<file path="src/rtl/router_switch_allocator_if.sv">
// rtl/router_switch_allocator_if.sv - request, flow-control and crossbar signals of the switch allocator
interface router_switch_allocator_if;
   logic [4:0]       req_i;
   logic [4:0][2:0]  dest_i;
   logic [4:0]       flit_valid_i;
   logic [4:0]       tail_i;
   logic [4:0]       credit_i;
   logic [4:0][2:0]  sel_o;
   logic [4:0]       lock_o;
   logic [4:0]       tx_o;
   logic [4:0]       fwd_o;

   modport master (
      output req_i, dest_i, flit_valid_i, tail_i, credit_i,
      input  sel_o, lock_o, tx_o, fwd_o
   );

   modport slave (
      input  req_i, dest_i, flit_valid_i, tail_i, credit_i,
      output sel_o, lock_o, tx_o, fwd_o
   );
endinterface

</file>
<file path="src/rtl/router_switch_allocator.sv">
// rtl/router_switch_allocator.sv - round-robin wormhole switch allocator with per-output credit tracking
module router_switch_allocator #(
   parameter int NPORT        = 5,
   parameter int BUFFER_DEPTH = 16,
   parameter int CNT_WIDTH    = 5
) (
   input logic                      clock,
   input logic                      reset,
   router_switch_allocator_if.slave bus
);

   typedef enum logic {S_IDLE, S_LOCKED} state_t;

   state_t               state_q [NPORT];
   state_t               state_d [NPORT];
   logic [2:0]           sel_q   [NPORT];
   logic [2:0]           sel_d   [NPORT];
   logic [2:0]           ptr_q   [NPORT];
   logic [2:0]           ptr_d   [NPORT];
   logic [CNT_WIDTH-1:0] cred_q  [NPORT];
   logic [CNT_WIDTH-1:0] cred_d  [NPORT];

   logic [NPORT-1:0]     in_busy;
   logic [NPORT-1:0]     cand    [NPORT];
   logic [NPORT-1:0]     grant_vld;
   logic [2:0]           grant_idx [NPORT];
   logic [NPORT-1:0]     tx;
   logic [NPORT-1:0]     tail_own;
   logic [NPORT-1:0]     fwd;
   logic [NPORT-1:0][2:0] sel_flat;

   localparam logic [CNT_WIDTH-1:0] CRED_MAX = CNT_WIDTH'(BUFFER_DEPTH);

   // Inputs currently owning some output are excluded from new arbitration
   always_comb begin
      in_busy = '0;
      for (int o = 0; o < NPORT; o++) begin
         for (int i = 0; i < NPORT; i++) begin
            if (state_q[o] == S_LOCKED && sel_q[o] == 3'(i)) begin
               in_busy[i] = 1'b1;
            end
         end
      end
   end

   // Candidate matrix and round-robin pick starting at each output's pointer
   always_comb begin
      for (int o = 0; o < NPORT; o++) begin
         cand[o]      = '0;
         grant_vld[o] = 1'b0;
         grant_idx[o] = 3'd0;
         for (int i = 0; i < NPORT; i++) begin
            cand[o][i] = bus.req_i[i] && (bus.dest_i[i] == 3'(o)) && (i != o) && !in_busy[i];
         end
         for (int k = 0; k < NPORT; k++) begin
            int idx;
            idx = int'(ptr_q[o]) + k;
            if (idx >= NPORT) begin
               idx = idx - NPORT;
            end
            for (int i = 0; i < NPORT; i++) begin
               if (!grant_vld[o] && idx == i && cand[o][i]) begin
                  grant_vld[o] = 1'b1;
                  grant_idx[o] = 3'(i);
               end
            end
         end
      end
   end

   // Transfer strobes: owner has a flit and the downstream buffer has room
   always_comb begin
      tx       = '0;
      tail_own = '0;
      fwd      = '0;
      for (int o = 0; o < NPORT; o++) begin
         for (int i = 0; i < NPORT; i++) begin
            if (state_q[o] == S_LOCKED && sel_q[o] == 3'(i)) begin
               tx[o]       = bus.flit_valid_i[i] && (cred_q[o] != '0);
               tail_own[o] = bus.tail_i[i];
            end
         end
         for (int i = 0; i < NPORT; i++) begin
            if (tx[o] && sel_q[o] == 3'(i)) begin
               fwd[i] = 1'b1;
            end
         end
      end
   end

   // Per-output FSM next state, owner select, round-robin pointer and credits
   always_comb begin
      for (int o = 0; o < NPORT; o++) begin
         state_d[o] = state_q[o];
         sel_d[o]   = sel_q[o];
         ptr_d[o]   = ptr_q[o];
         cred_d[o]  = cred_q[o];
         case (state_q[o])
            S_IDLE: begin
               if (grant_vld[o]) begin
                  state_d[o] = S_LOCKED;
                  sel_d[o]   = grant_idx[o];
               end
            end
            S_LOCKED: begin
               if (tx[o] && tail_own[o]) begin
                  state_d[o] = S_IDLE;
                  ptr_d[o]   = (sel_q[o] == 3'(NPORT - 1)) ? 3'd0 : sel_q[o] + 3'd1;
               end
            end
            default: state_d[o] = S_IDLE;
         endcase
         // A credit arriving with a transfer cancels out; extra credits at full are dropped
         if (bus.credit_i[o] && !tx[o] && cred_q[o] != CRED_MAX) begin
            cred_d[o] = cred_q[o] + 1'b1;
         end else if (!bus.credit_i[o] && tx[o]) begin
            cred_d[o] = cred_q[o] - 1'b1;
         end
      end
   end

   // State registers with synchronous reset dropping every lock
   always_ff @(posedge clock) begin
      for (int o = 0; o < NPORT; o++) begin
         if (reset) begin
            state_q[o] <= S_IDLE;
            sel_q[o]   <= 3'd0;
            ptr_q[o]   <= 3'd0;
            cred_q[o]  <= CRED_MAX;
         end else begin
            state_q[o] <= state_d[o];
            sel_q[o]   <= sel_d[o];
            ptr_q[o]   <= ptr_d[o];
            cred_q[o]  <= cred_d[o];
         end
      end
   end

   // Output drive; combinational strobes are held low while reset is asserted
   always_comb begin
      for (int o = 0; o < NPORT; o++) begin
         sel_flat[o] = sel_q[o];
      end
   end

   assign bus.sel_o  = sel_flat;
   assign bus.tx_o   = tx & {NPORT{~reset}};
   assign bus.fwd_o  = fwd & {NPORT{~reset}};

   // Lock status follows the registered FSM state
   always_comb begin
      bus.lock_o = '0;
      for (int o = 0; o < NPORT; o++) begin
         bus.lock_o[o] = (state_q[o] == S_LOCKED) && !reset;
      end
   end

endmodule

</file>
<file path="src/flat_wrapper.sv">
// flat-port wrapper written by rule: the top's interface ports become plain ports
module router_switch_allocator_flat 
#(
   parameter int NPORT        = 5,
   parameter int BUFFER_DEPTH = 16,
   parameter int CNT_WIDTH    = 5
)
  (clock, reset, bus_req_i, bus_dest_i, bus_flit_valid_i, bus_tail_i, bus_credit_i, bus_sel_o, bus_lock_o, bus_tx_o, bus_fwd_o);
  router_switch_allocator_if bus_i ();
  input logic clock;
  input logic reset;
  input wire logic [$bits(bus_i.req_i)-1:0] bus_req_i;
  input wire logic [$bits(bus_i.dest_i)-1:0] bus_dest_i;
  input wire logic [$bits(bus_i.flit_valid_i)-1:0] bus_flit_valid_i;
  input wire logic [$bits(bus_i.tail_i)-1:0] bus_tail_i;
  input wire logic [$bits(bus_i.credit_i)-1:0] bus_credit_i;
  output wire logic [$bits(bus_i.sel_o)-1:0] bus_sel_o;
  output wire logic [$bits(bus_i.lock_o)-1:0] bus_lock_o;
  output wire logic [$bits(bus_i.tx_o)-1:0] bus_tx_o;
  output wire logic [$bits(bus_i.fwd_o)-1:0] bus_fwd_o;
  assign bus_i.req_i = bus_req_i;
  assign bus_i.dest_i = bus_dest_i;
  assign bus_i.flit_valid_i = bus_flit_valid_i;
  assign bus_i.tail_i = bus_tail_i;
  assign bus_i.credit_i = bus_credit_i;
  assign bus_sel_o = bus_i.sel_o;
  assign bus_lock_o = bus_i.lock_o;
  assign bus_tx_o = bus_i.tx_o;
  assign bus_fwd_o = bus_i.fwd_o;
  router_switch_allocator #(.NPORT(NPORT), .BUFFER_DEPTH(BUFFER_DEPTH), .CNT_WIDTH(CNT_WIDTH)) u_core (.clock(clock), .reset(reset), .bus(bus_i));
endmodule
</file>
<file path="config.mk">
export PLATFORM = sky130hd
export DESIGN_NAME = router_switch_allocator_flat
export DESIGN_NICKNAME = d
export VERILOG_FILES = /design/src/rtl/router_switch_allocator_if.sv /design/src/rtl/router_switch_allocator.sv /design/src/flat_wrapper.sv
export SDC_FILE = /design/constraint.sdc
export NUM_CORES = 1
export LEC_CHECK = 0
export CAP_MARGIN = 20
export CORE_MARGIN = 2
export CORE_UTILIZATION = 30
export CTS_CLUSTER_DIAMETER = 80
export DETAILED_ROUTE_END_ITERATION = 10
export PLACE_DENSITY_LB_ADDON = 0.2
export SYNTH_ARGS = -nofsm -noshare
export SYNTH_HDL_FRONTEND = slang
export SYNTH_SLANG_ARGS = --single-unit
</file>
<file path="constraint.sdc">
create_clock -name clock -period 11 [get_ports clock]
set_clock_uncertainty 0.1 [all_clocks]
set_input_delay 1.65 -clock clock [delete_from_list [all_inputs] [get_ports clock]]
set_output_delay 1.65 -clock clock [all_outputs]
set_load 0.005 [all_outputs]
</file>
; ---- After elaboration in Yosys (flattened, before gate mapping)
; Memories as Yosys holds them, arrays and structs flattened.
; Cells that the tools add are included.
[totals]
rom_bits = 0
wordCells = 1112
regBits = 0
latch_bits = 0
ramBits = 60
mem_count = 4
[op_classes]
n_mul = 0
n_mux = 394
add_sub_neg = 60
reduce_logical = 480
n_lt_le_gt_ge = 25
n_bitwise = 28
n_shift = 0
div = 0
n_eq_ne = 121
[memory_table]
columns = memory, words, word_bits, rd, rd_clocked_by_memory_dff, write_ports, line_no
row1 = u_core.cred_q, 5, 5, 5, 0, 5, router_switch_allocator.sv:20  ; logic [CNT_WIDTH-1:0] cred_q [NPORT];
row2 = u_core.ptr_q, 5, 3, 5, 0, 5, router_switch_allocator.sv:18  ; logic [2:0] ptr_q [NPORT];
row3 = u_core.sel_q, 5, 3, 5, 0, 5, router_switch_allocator.sv:16  ; logic [2:0] sel_q [NPORT];
row4 = u_core.state_q, 5, 1, 5, 0, 5, router_switch_allocator.sv:14  ; state_t state_q [NPORT];
[op_table]
columns = cell, count
row1 = equality test 32 x 3 -> 1 bit (second input constant), 40
row2 = 2-to-1 mux 32 bit, 25
row3 = equality test 32 x 2 -> 1 bit (second input constant), 20
row4 = equality test 32 x 4 -> 1 bit (second input constant), 20
row5 = greater-or-equal comparator 32 x 4 -> 1 bit (second input constant), 20
row6 = logical NOT 32 bit, 20
row7 = subtractor 32 x 4 -> 32 bit (second input constant), 20
row8 = logical AND 1 bit, 335
row9 = 2-to-1 mux 3 bit, 106
row10 = 2-to-1 mux 1 bit, 222
row11 = logical NOT 1 bit, 111
row12 = 2-to-1 mux 5 bit, 15
row13 = equality test 3 x 2 -> 1 bit (second input constant), 18
row14 = 2-to-1 mux 2 bit, 21
row15 = adder 3 x 2 -> 4 bit (second input constant), 10
row16 = equality test 3 x 1 -> 1 bit (second input constant), 9
row17 = equality test 3 bit (second input constant), 9
row18 = logical NOT 3 bit, 9
row19 = adder 5 x 1 -> 5 bit (second input constant), 5
row20 = inequality test 5 bit (second input constant), 5
row21 = nonzero test 5 bit, 5
row22 = subtractor 5 x 1 -> 5 bit (second input constant), 5
row23 = adder 3 x 1 -> 4 bit (second input constant), 5
row24 = adder 3 x 3 -> 4 bit (second input constant), 5
row25 = other kinds (7), 48

; ---- Longest topological paths before layout
; An unclocked memory read counts as a cell.
[logic_depth]
ltp_word = 91
ltp_mapped = 17
ltp_nobuf = 17

; ---- Worst setup path after synthesis
; No wires, ideal clock.
[synth_timing]
path_type = in2out
from = input port bus_flit_valid_i[0]
to = output port bus_fwd_o[3]
t_required_ns = 9.250
stages = 7
path_slack_ns = 6.181
path_buffers = 0
arrival_time_ns = 3.069
path_cell_list = nor2b_1 a221oi_1 a2111oi_0 o21ai_0 inv_1 a222oi_1 a21oi_1
[synth_via]
elab_chain_cells = 13
[synth_rtl]
columns = element, line_no
row1 = "start, declared", flat_wrapper.sv:14  ; input wire logic [$bits(bus_i.flit_valid_i)-1:0] bus_flit_valid_i;
row2 = logical AND 1 bit, router_switch_allocator.sv:79  ; tx[o] = bus.flit_valid_i[i] && (cred_q[o] != '0);
row3 = 2-to-1 mux 1 bit (5 in a row), router_switch_allocator.sv:78  ; if (state_q[o] == S_LOCKED && sel_q[o] == 3'(i)) begin
row4 = logical AND 1 bit, router_switch_allocator.sv:84  ; if (tx[o] && sel_q[o] == 3'(i)) begin
row5 = 2-to-1 mux 1 bit (4 in a row), router_switch_allocator.sv:84
row6 = 2-to-1 mux 1 bit (*), router_switch_allocator.sv:84
row7 = bitwise AND 5 bit (*), router_switch_allocator.sv:148  ; assign bus.fwd_o = fwd & {NPORT{~reset}};
row8 = "end, declared", flat_wrapper.sv:20  ; output wire logic [$bits(bus_i.fwd_o)-1:0] bus_fwd_o;
; Every way passes the cells marked *; elsewhere a longest branch is shown, timed or not.

; ---- Worst setup path in the final report
; Same ends and word-level chain as after synthesis.

==> flow_summary.yaml <==
route:
  vias: 10900
  drt_wl_total_um: 34300
  wl_met2_um: 15300
  ant_nets: 0
  drt-initial-drc-count: 877
  routedLengthMet1_um: 16500
  viasPerCell: 5.79
  top_layer: "met4"
  wl_per_cell_um: 18.2
  wl_met3_um: 1920
  drc: 0
  drt_first_pass_iters: 5
min_path:
  whs_path_depth: 2
  min_to: "u_core.cred_q[2][2]"
  worstHoldPathType: "reg -> reg"
  hold_start: "u_core.cred_q[2][2]"
global_routing:
  track_usage_pct: 18.7
  grt_max_degree: 67
  grt_overflow_total: 0
  grt_pass1_wl_um: 54800
  grt_antenna_before_repair: 0
  grt_pass1_vias: 10200
pwr:
  combPwrFrac_pct: 49.6
  power_switching_mw: 0.454
  p_seq_share_pct: 27.7
  power.total_mw: 1.12
  ir_drop_v: 0.000117
  p_leak_nw: 4.61
  p_int_mw: 0.668
  pwr-share-clk_pct: 22.8
  swShare_pct: 40.5
  p_per_area_nw_per_um2: 96.3
synthesis:
  synth_seq_cells: 59
  synth_edf_count: 0
  syn_area_per_cell_um2: 7.39
  synth_fa_ha_area_share_pct: 18.4
  yosys.cell_types.count: 106
  ys_warn_count: 0
  synth_xor_area_share_pct: 2.37
  syn-instance-count: 1399
  synth_mux_area_share_pct: 3.70
  synth_compound_area_share_pct: 30.1
  yosysTopAreaCell: "ha_1"
  synth_top_area_share_pct: 16.5
  synth.most_common_cell: "ha_1"
  seq_area_frac_synth_pct: 11.4
  ys.flop_type: "dfxtp_1"
  ys_async_sr_fraction_pct: 0
  synthTopCellsByArea: "ha_1 16%, dfxtp_1 11%, a21oi_1 5.2%, nand2_1 4.4%, nor2_1 4.2%"
  synth_top_family_by_area: "compound AO/OA/AOI/OAI gates"
  synthSimpleGateAreaFrac_pct: 28.6
  synthTopCellsByCount: "136 x ha_1, 120 x nand2_1, 116 x nor2_1"
  synthesis.nets: 1582
  syn_area_um2: 10300
cts:
  htree_num_levels: 3
  cts_tree: "done"
  cts_buffers: 9
  clk_latency_ps: 340
  cts_setup_buffers: 0
  cts_sinks: 59
  clk_pin_slew_ps: 50
  cts_resized: 0
  root_buffer: "clkbuf_16"
  ctsHoldBuffers: 0
  clk_path_buf_depth: 2
die:
  dieHeight_um: 190
  dieWidth_um: 190
  core_um2: 33700
  start_util_pct: 30.7
  dieArea_um2: 36000
  io_pins: 67
  row_count: 67
sta:
  finalHoldViolCount: 0
  finalCriticalPeriod_ps: 6160
  max_freq_mhz: 162
  grt_setup_unrepaired: "no"
  maxSlewHeadroom_pct: 33.8
  setup_tns_ps: 0
  worst_slew_pin_slew_ps: 985
  setup_viol: 0
  whs_ps: 422
  timing.final.crit_share_pct: 56.0
  maxSlewViolCount: 0
critical_path:
  crit_arrival_ps: 4410
  r2r_end: "u_core.sel_q[2][1]"
  end_kind: "output port"
  rrSetupSlack_ps: 6420
  startpoint_type: "input pin"
  cpMaxStageDelayCell: "o21ai_0"
  critPathBufInv: 3
  critPathTopFamily: "compound AO/OA/AOI/OAI gates"
  worst-setup-path-type: "in -> out"
  required_ps: 9250
  crit_top_cell: "clkdlybuf4s50_1"
  path_max_fanout: 6
  cpPeakStageDelay_ps: 550
  rr_worst_depth: 14
  r2r-start: "u_core.ptr_q[2][1]"
  cp_cell_sequence: "clkdlybuf4s50_1 > nor2b_1 > a221oi_1 > a2111oi_0 > o21ai_0 > inv_1 > a222oi_1 > a21oi_1 > clkdlybuf4s50_1"
final_layout:
  syn_to_final_growth_pct: 12.8
  multi_input_area_um2: 8600
  area.sequential_um2: 1180
  nFillCells: 3594
  layout-drive-gt1-share_pct: 4.94
  n_antenna_cell: 0
  nets: 1616
run_status:
  status: "finished, final reports clean"
place:
  place_congestion: 0.900
  port-buffer-count: 65
  dpl.hpwl_um: 26700
flow_run:
  maxCapViolations: 0
==> cells in the final DEF, fill, tap and decap left out, types with 11 or more instances in the layout <==
cell,count
a32o_1,11
nor2b_1,35
and3_1,13
o21ai_0,54
nand3_1,28
nand2b_1,36
nor4_1,21
o31ai_1,12
nand4_1,11
inv_1,84
or3_1,19
a21o_1,27
a22oi_1,18
a31oi_1,19
clkdlybuf4s50_1,64
o211ai_1,12
xnor2_1,18
mux2i_1,36
nand2_1,120
a21oi_1,107
ha_1,136
dfxtp_1,59
a211oi_1,18
nor3_1,45
o22ai_1,11
nor2_1,116
a221oi_1,11
nor3b_1,12
nand3b_1,23
==> how the worst max path moves through the flow <==
stage	slack, ps	start	cells after the start	to
after global routing	4610	bus_flit_valid_i[0]	9	bus_fwd_o[3]
final	4840	bus_flit_valid_i[0]	9	bus_fwd_o[3]
after global placement	4870	bus_flit_valid_i[0]	9	bus_fwd_o[3]
after CTS	4890	bus_flit_valid_i[0]	9	bus_fwd_o[3]
after floorplan	6180	bus_flit_valid_i[0]	7	bus_fwd_o[3]
after detailed placement	4900	bus_flit_valid_i[0]	9	bus_fwd_o[3]
==> kinds of logic after synthesis <==
kind of cell,after synthesis
compound gates,439
xor+xnor,28
fa+ha+maj,146
buf+inv,140
flops,59
mux,38
other cells,1
simple gates,548
==> tightest hold or removal path, delay by kind of cell, from the launching register on <==
family / cells / cell delay (ps)
and+or+nand+nor: 1 / 100
AOI/OAI and AO/OA: 1 / 50
DFF: 1 / 320
==> sequential cells by signal, indices dropped and copies added (netlist names) <==
name and cells:
u_core.sel_q 14, u_core.cred_q 25, u_core.state_q 5, u_core.ptr_q 15
==> layout make-up <==
cell class / instances / area share (%)
repair buffers: 75 / 6.18
inverters: 88 / 2.83
clock buffers: 12 / 2.11
well taps: 448 / 4.81
clock inverters: 3 / 0.129
multi-input cells: 1200 / 73.8
flip-flops and latches: 59 / 10.1
==> metrics by stage <==
| step | area, µm² | setup WS (ps) | cells | util, % |
|---|---|---|---|---|
| CTS | 11700 | 4890 | 1885 | 34.6 |
| global route | 11700 | 4610 | 1885 | 34.6 |
| floorplan | 10300 | 6180 | 1399 | - |
| global placement | 11400 | 4870 | 1870 | 33.8 |
| detailed placement | 11400 | 4900 | 1870 | 33.8 |
| finish | 11700 | 4840 | 1885 | 34.6 |
==> power groups by stage <==
stage / sequential, mW / clock (mW) / combinational, mW
6_report: 0.310 / 0.255 / 0.557
5_1_grt: 0.318 / 0.270 / 0.631
4_1_cts: 0.310 / 0.262 / 0.557
3_5_place_dp: 0.313 / 0 / 0.554
3_3_place_gp: 0.313 / 0 / 0.547
2_1_floorplan: 0.294 / 0 / 0.430
==> routing by layer <==
layer | track usage, % | vias to the layer above
met1 | 26.0 | 5215
met5 | 0 | -
met3 | 2.40 | 35
met2 | 30.3 | 328
li1 | - | 5327
met4 | 4.86 | 0
No activity file was read; power rests on OpenSTA's default activity.
